File: config.mk
export PLATFORM = sky130hd
export DESIGN_NAME = echo_receiver
export DESIGN_NICKNAME = d
export VERILOG_FILES = /design/src/rtl/echo_receiver_pkg.sv /design/src/rtl/sync_edge.sv /design/src/rtl/echo_receiver.sv
export SDC_FILE = /design/constraint.sdc
export NUM_CORES = 1
export LEC_CHECK = 0
export CAP_MARGIN = 30
export CORE_UTILIZATION = 40
export DETAILED_ROUTE_END_ITERATION = 7
export GPL_TIMING_DRIVEN = 0
export PLACE_DENSITY_LB_ADDON = 0.25
export SLEW_MARGIN = 10
export SYNTH_ARGS = -nofsm -noshare
export SYNTH_HDL_FRONTEND = slang
export SYNTH_SLANG_ARGS = --single-unit
File: constraint.sdc
create_clock -name clk -period 2.75 [get_ports clk]
set_input_delay 0.825 -clock clk [delete_from_list [all_inputs] [get_ports clk]]
set_output_delay 0.825 -clock clk [all_outputs]
set_load 0.03 [all_outputs]
File: src/rtl/echo_receiver_pkg.sv
// Shared constants and FSM encoding for the ultrasonic echo receiver.
// Timing defaults are common with the Trigger block.
package echo_receiver_pkg;

  localparam int unsigned DEF_CLK_HZ        = 50_000_000;
  localparam int unsigned DEF_CYCLES_PER_CM = 2900;
  localparam int unsigned DEF_ARM_TIMEOUT   = 1_000_000;
  localparam int unsigned DEF_ECHO_MAX      = 1_900_000;
  localparam int unsigned DEF_CNT_W         = 21;
  localparam int unsigned DEF_CM_W          = 9;

  typedef enum logic [1:0] {
    IDLE     = 2'd0,
    ARMED    = 2'd1,
    MEASURE  = 2'd2,
    WAIT_LOW = 2'd3
  } state_t;

endpackage

File: src/rtl/sync_edge.sv
// Two-flop synchroniser for an asynchronous pin
// with registered rise/fall detection.
module sync_edge (
  input  logic clk,
  input  logic rst_n,
  input  logic d,
  output logic level,
  output logic rise,
  output logic fall
);

  logic s1;
  logic s2;
  logic prev;

  always_ff @(posedge clk or negedge rst_n) begin
    if (!rst_n) begin
      s1   <= 1'b0;
      s2   <= 1'b0;
      prev <= 1'b0;
    end else begin
      s1   <= d;
      s2   <= s1;
      prev <= s2;
    end
  end

  assign level = s2;
  assign rise  = s2 & ~prev;
  assign fall  = ~s2 & prev;

endmodule

File: src/rtl/echo_receiver.sv
// Measures the echo pulse answering each trigger and
// converts its width to centimetres.
module echo_receiver #(
  parameter int unsigned CYCLES_PER_CM = echo_receiver_pkg::DEF_CYCLES_PER_CM,
  parameter int unsigned ARM_TIMEOUT   = echo_receiver_pkg::DEF_ARM_TIMEOUT,
  parameter int unsigned ECHO_MAX      = echo_receiver_pkg::DEF_ECHO_MAX,
  parameter int unsigned CNT_W         = echo_receiver_pkg::DEF_CNT_W,
  parameter int unsigned CM_W          = echo_receiver_pkg::DEF_CM_W
) (
  input  logic             clk,
  input  logic             rst_n,
  input  logic             trigger,
  input  logic             echo,
  output logic [CM_W-1:0]  distance_cm,
  output logic [CNT_W-1:0] pulse_cycles,
  output logic             valid,
  output logic             timeout,
  output logic             busy
);

  import echo_receiver_pkg::*;

  localparam logic [CNT_W-1:0] ARM_LAST = CNT_W'(ARM_TIMEOUT - 1);
  localparam logic [CNT_W-1:0] ECHO_LIM = CNT_W'(ECHO_MAX);
  localparam logic [CNT_W-1:0] PRE_LAST = CNT_W'(CYCLES_PER_CM - 1);

  state_t state, state_d;

  logic             trig_q;
  logic             arm;
  logic             lvl, rise, fall;
  logic [CNT_W-1:0] arm_cnt;
  logic [CNT_W-1:0] cyc;
  logic [CNT_W-1:0] pre;
  logic [CM_W-1:0]  cm;
  logic             arm_to, done, ovf;

  sync_edge u_sync (
    .clk   (clk),
    .rst_n (rst_n),
    .d     (echo),
    .level (lvl),
    .rise  (rise),
    .fall  (fall)
  );

  assign arm = trig_q & ~trigger;

  always_ff @(posedge clk or negedge rst_n) begin
    if (!rst_n) begin
      state <= IDLE;
    end else begin
      state <= state_d;
    end
  end

  always_comb begin
    state_d = state;
    unique case (state)
      IDLE:     if (arm) state_d = ARMED;
      ARMED: begin
        if (rise)        state_d = MEASURE;
        else if (arm_to) state_d = IDLE;
      end
      MEASURE: begin
        if (fall)     state_d = IDLE;
        else if (ovf) state_d = WAIT_LOW;
      end
      WAIT_LOW: if (!lvl) state_d = IDLE;
      default:  state_d = IDLE;
    endcase
  end

  // A rise or a re-arm in the same cycle beats the arm timeout;
  // a fall beats the overflow.
  always_comb begin
    arm_to = (state == ARMED) & ~rise & ~arm & (arm_cnt == ARM_LAST);
    done   = (state == MEASURE) & fall;
    ovf    = (state == MEASURE) & ~fall & lvl & (cyc == ECHO_LIM);
    busy   = (state != IDLE);
  end

  always_ff @(posedge clk or negedge rst_n) begin
    if (!rst_n) begin
      trig_q       <= 1'b0;
      arm_cnt      <= '0;
      cyc          <= '0;
      pre          <= '0;
      cm           <= '0;
      distance_cm  <= '0;
      pulse_cycles <= '0;
      valid        <= 1'b0;
      timeout      <= 1'b0;
    end else begin
      trig_q  <= trigger;
      valid   <= done;
      timeout <= arm_to | ovf;
      if (done) begin
        pulse_cycles <= cyc;
        distance_cm  <= cm;
      end else if (ovf) begin
        pulse_cycles <= ECHO_LIM;
        distance_cm  <= '1;
      end
      unique case (state)
        IDLE: if (arm) arm_cnt <= '0;
        ARMED: begin
          // The rise cycle already saw echo high, so count it.
          if (rise) begin
            cyc <= CNT_W'(1);
            pre <= CNT_W'(1);
            cm  <= '0;
          end else if (arm) begin
            arm_cnt <= '0;
          end else begin
            arm_cnt <= arm_cnt + 1'b1;
          end
        end
        MEASURE: begin
          if (!fall && !ovf && lvl) begin
            cyc <= cyc + 1'b1;
            if (pre == PRE_LAST) begin
              pre <= '0;
              if (cm != '1) cm <= cm + 1'b1;
            end else begin
              pre <= pre + 1'b1;
            end
          end
        end
        default: ;
      endcase
    end
  end

endmodule
==> results.cfg <==
[power_and_ir_drop]
p_int_mw = 3.27
p_clk_frac = 0.264
p_leak_nw = 2.57
p_seq_frac = 0.403
comb_power_share = 0.333
switchingPower_mw = 1.81
p_sw_frac = 0.356
power_mw = 5.08
ir_worst_vdd_mv = 0.717
power_density_nw_per_um2 = 811

[floorplanning]
start_util = 0.416
top_level_ports = 37
die_w_um = 117
fp-row-count = 41
dieArea_um2 = 13800
die_h_um = 117
core_area_um2 = 12800

[place]
hpwl_mm = 8.86
place.gp.congestion = 0.847
post-place-ws_ns = -0.615
io_buffers = 36

[sta]
skew_ns = 0.00667
final_max_slew_viol_count = 0
fin_hold_ws_ns = 0.360
period_share = 0.969
slew_headroom = 0.407
tns_ns = 0
setup_violations = 0
hold_viol = 0
setup_ws_ns = 0.0850
fmax_ghz = 0.375
fin_crit_ns = 2.67
rsz0062_at_grt = no
worstMarginPinSlew_ns = 0.882

[worst_setup_path]
crit_path_max_fanout = 10
end_kind = output pin
required_ns = 1.93
criticalPathCategory = flip-flop to output pin
cp_data_arrival_time_ns = 1.84
startpoint_type = flip-flop

[cts]
cts_made_buffers = 9
cts_tree = built
cts_buffer_depth = 2
clk_latency_ns = 0.36
clkTransAtPathRegs_ns = 0.07
hold_buffers = 0
cts.sinks = 110
htreeDepth = 3
root_buffer = clkbuf_16

[synth]
synthFlopType = dfrtp_1
synth_nets = 552
synth-seq-cells = 110
synth_area_per_cell_um2 = 9.81
yosysSeqAreaShare = 0.518
synth_edf_count = 0
syn_area_um2 = 5320
synthArstFlopShare = 1.00
synth_top_cell_by_area = dfrtp_1
synth_top_cell_area_share = 0.518
synth_most_common_cell = dfrtp_1
synth_cells = 542
ys_top_cells_by_count = 110 x dfrtp_1, 71 x o21ai_0, 49 x nor2_1
yosys_warnings = 0
synth.distinct_cells = 46
ys_top_cells_by_area = dfrtp_1 52%, o21ai_0 6.7%, nor2_1 3.5%, o22a_1 3.1%, nand3_1 2.9%

[final_layout]
antennaDiodeCount = 0
drive_gt1_frac = 0.0621
synthToLayoutAreaGrowth_pct = 17.7
layout.nets = 601

[global_route]
grt_usage = 0.209
grt_pass1_vias = 4278
antenna_found_initial = 0
grt_pass1_wl_mm = 22.0
grt_max_degree = 57
grt-ovfl-total = 0

[routing]
finalWirelength_mm = 13.1
wire_per_inst_um = 17.0
route.detailed.drc = 0
first_pass_iters = 5
vias = 4433
ant_nets = 0
via_per_inst = 5.77
drtIter0Drc = 272

[hold_path]
hold_path_class = flip-flop to flip-flop

[run]
maxCapViolations = 0

[status]
status = finished clean
-- stage by stage --
stage | instance area, um^2 | utilization | instances
floorplan | 5320 | - | 542
CTS | 6240 | 0.488 | 768
global placement | 5890 | 0.461 | 750
global route | 6260 | 0.490 | 768
detailed placement | 5920 | 0.464 | 751
finish | 6260 | 0.490 | 768
-- cell type report --
class	instances	area [um^2]
Buffer	28	113
Clock buffer	12	246
Clock inverter	4	55.1
Fill cell	1181	6510
Inverter	9	33.8
Multi-Input combinational cell	395	2450
Sequential cell	110	2750
Tap cell	172	215
Timing Repair Buffer	38	397
-- power groups by stage --
stage | Combinational (mW) | Sequential (mW) | Clock, mW
finish | 1.69 | 2.04 | 1.34
global route | 1.83 | 2.08 | 1.43
CTS | 1.70 | 2.04 | 1.37
detailed placement | 1.67 | 2.07 | 0
global placement | 1.65 | 2.07 | 0
floorplan | 0.656 | 2.41 | 0
-- worst paths after layout --
check | start | end | slack (ns) | cells past startpoint
setup / recovery | state[0]$_DFFE_PN0P_ | busy | 0.08 | 3
hold / removal | u_sync.s1$_DFF_PN0_ | u_sync.level$_DFF_PN0_ | 0.36 | 0
setup reg to reg | pre[15]$_DFFE_PN0P_ | pre[20]$_DFFE_PN0P_ | 0.13 | 7
hold reg to reg | u_sync.s1$_DFF_PN0_ | u_sync.level$_DFF_PN0_ | 0.36 | 0
max in group asynchronous | rst_n | pre[10]$_DFFE_PN0P_ | 1.68 | 2
min in group asynchronous | rst_n | arm_cnt[2]$_DFFE_PN0P_ | 0.41 | 1
-- kinds of logic (layout without fill, tap and decap cells) --
kind of cell    Yosys count  in the layout  share of synthesized area
fa+ha+maj                 6              6                     0.0141
simple gates            203            203                      0.196
flops                   110            110                      0.518
mux                       3              3                    0.00565
buf+inv                  37             91                     0.0266
compound gates          162            162                      0.206
xor+xnor                 21             21                     0.0346
-- cell usage in the layout, fill, tap and decap left out, drive strengths merged, types with 17 or more instances in the layout --
cell / Yosys / final
dfrtp: 110 / 110
o21ai: 72 / 72
nor2: 49 / 49
nand2: 39 / 39
clkbuf: 24 / 36
clkdlybuf4s50: 0 / 35
nand3: 31 / 31
nand4: 20 / 20
o22a: 19 / 19
xnor2: 17 / 17
-- critical path: stages (launching register included) --
cell and delay, ns:
dfrtp_1 0.36, clkbuf_1 0.20, or2_2 0.33, clkdlybuf4s50_1 0.60
-- registers in the layout (all words and copies together) (netlist names), 2 cells and up --
name and flops:
pulse_cycles 21, pre 21, distance_cm 9, state 2
cm 9, cyc 21, arm_cnt 21
-- metal layers --
| metal | global-route usage | vias to the layer above | wire length (um) |
|---|---|---|---|
| met5 | 0 | - | 0 |
| met4 | 0.0658 | 0 | 222 |
| met3 | 0.0520 | 24 | 656 |
| met2 | 0.327 | 127 | 6140 |
| met1 | 0.286 | 2184 | 6040 |
| li1 | - | 2098 | - |
-- repair_timing --
| item | 4_1_cts | 5_1_grt |
|---|---|---|
| hold endpoints to repair | 0 | 0 |
| endpoints found under the setup margin | 26 | 60 |
| gates resized for setup | 3 | 7 |
| pin swaps | 0 | 0 |
| buffers inserted | 1 | 0 |
Power figures use the tool's default switching activity.
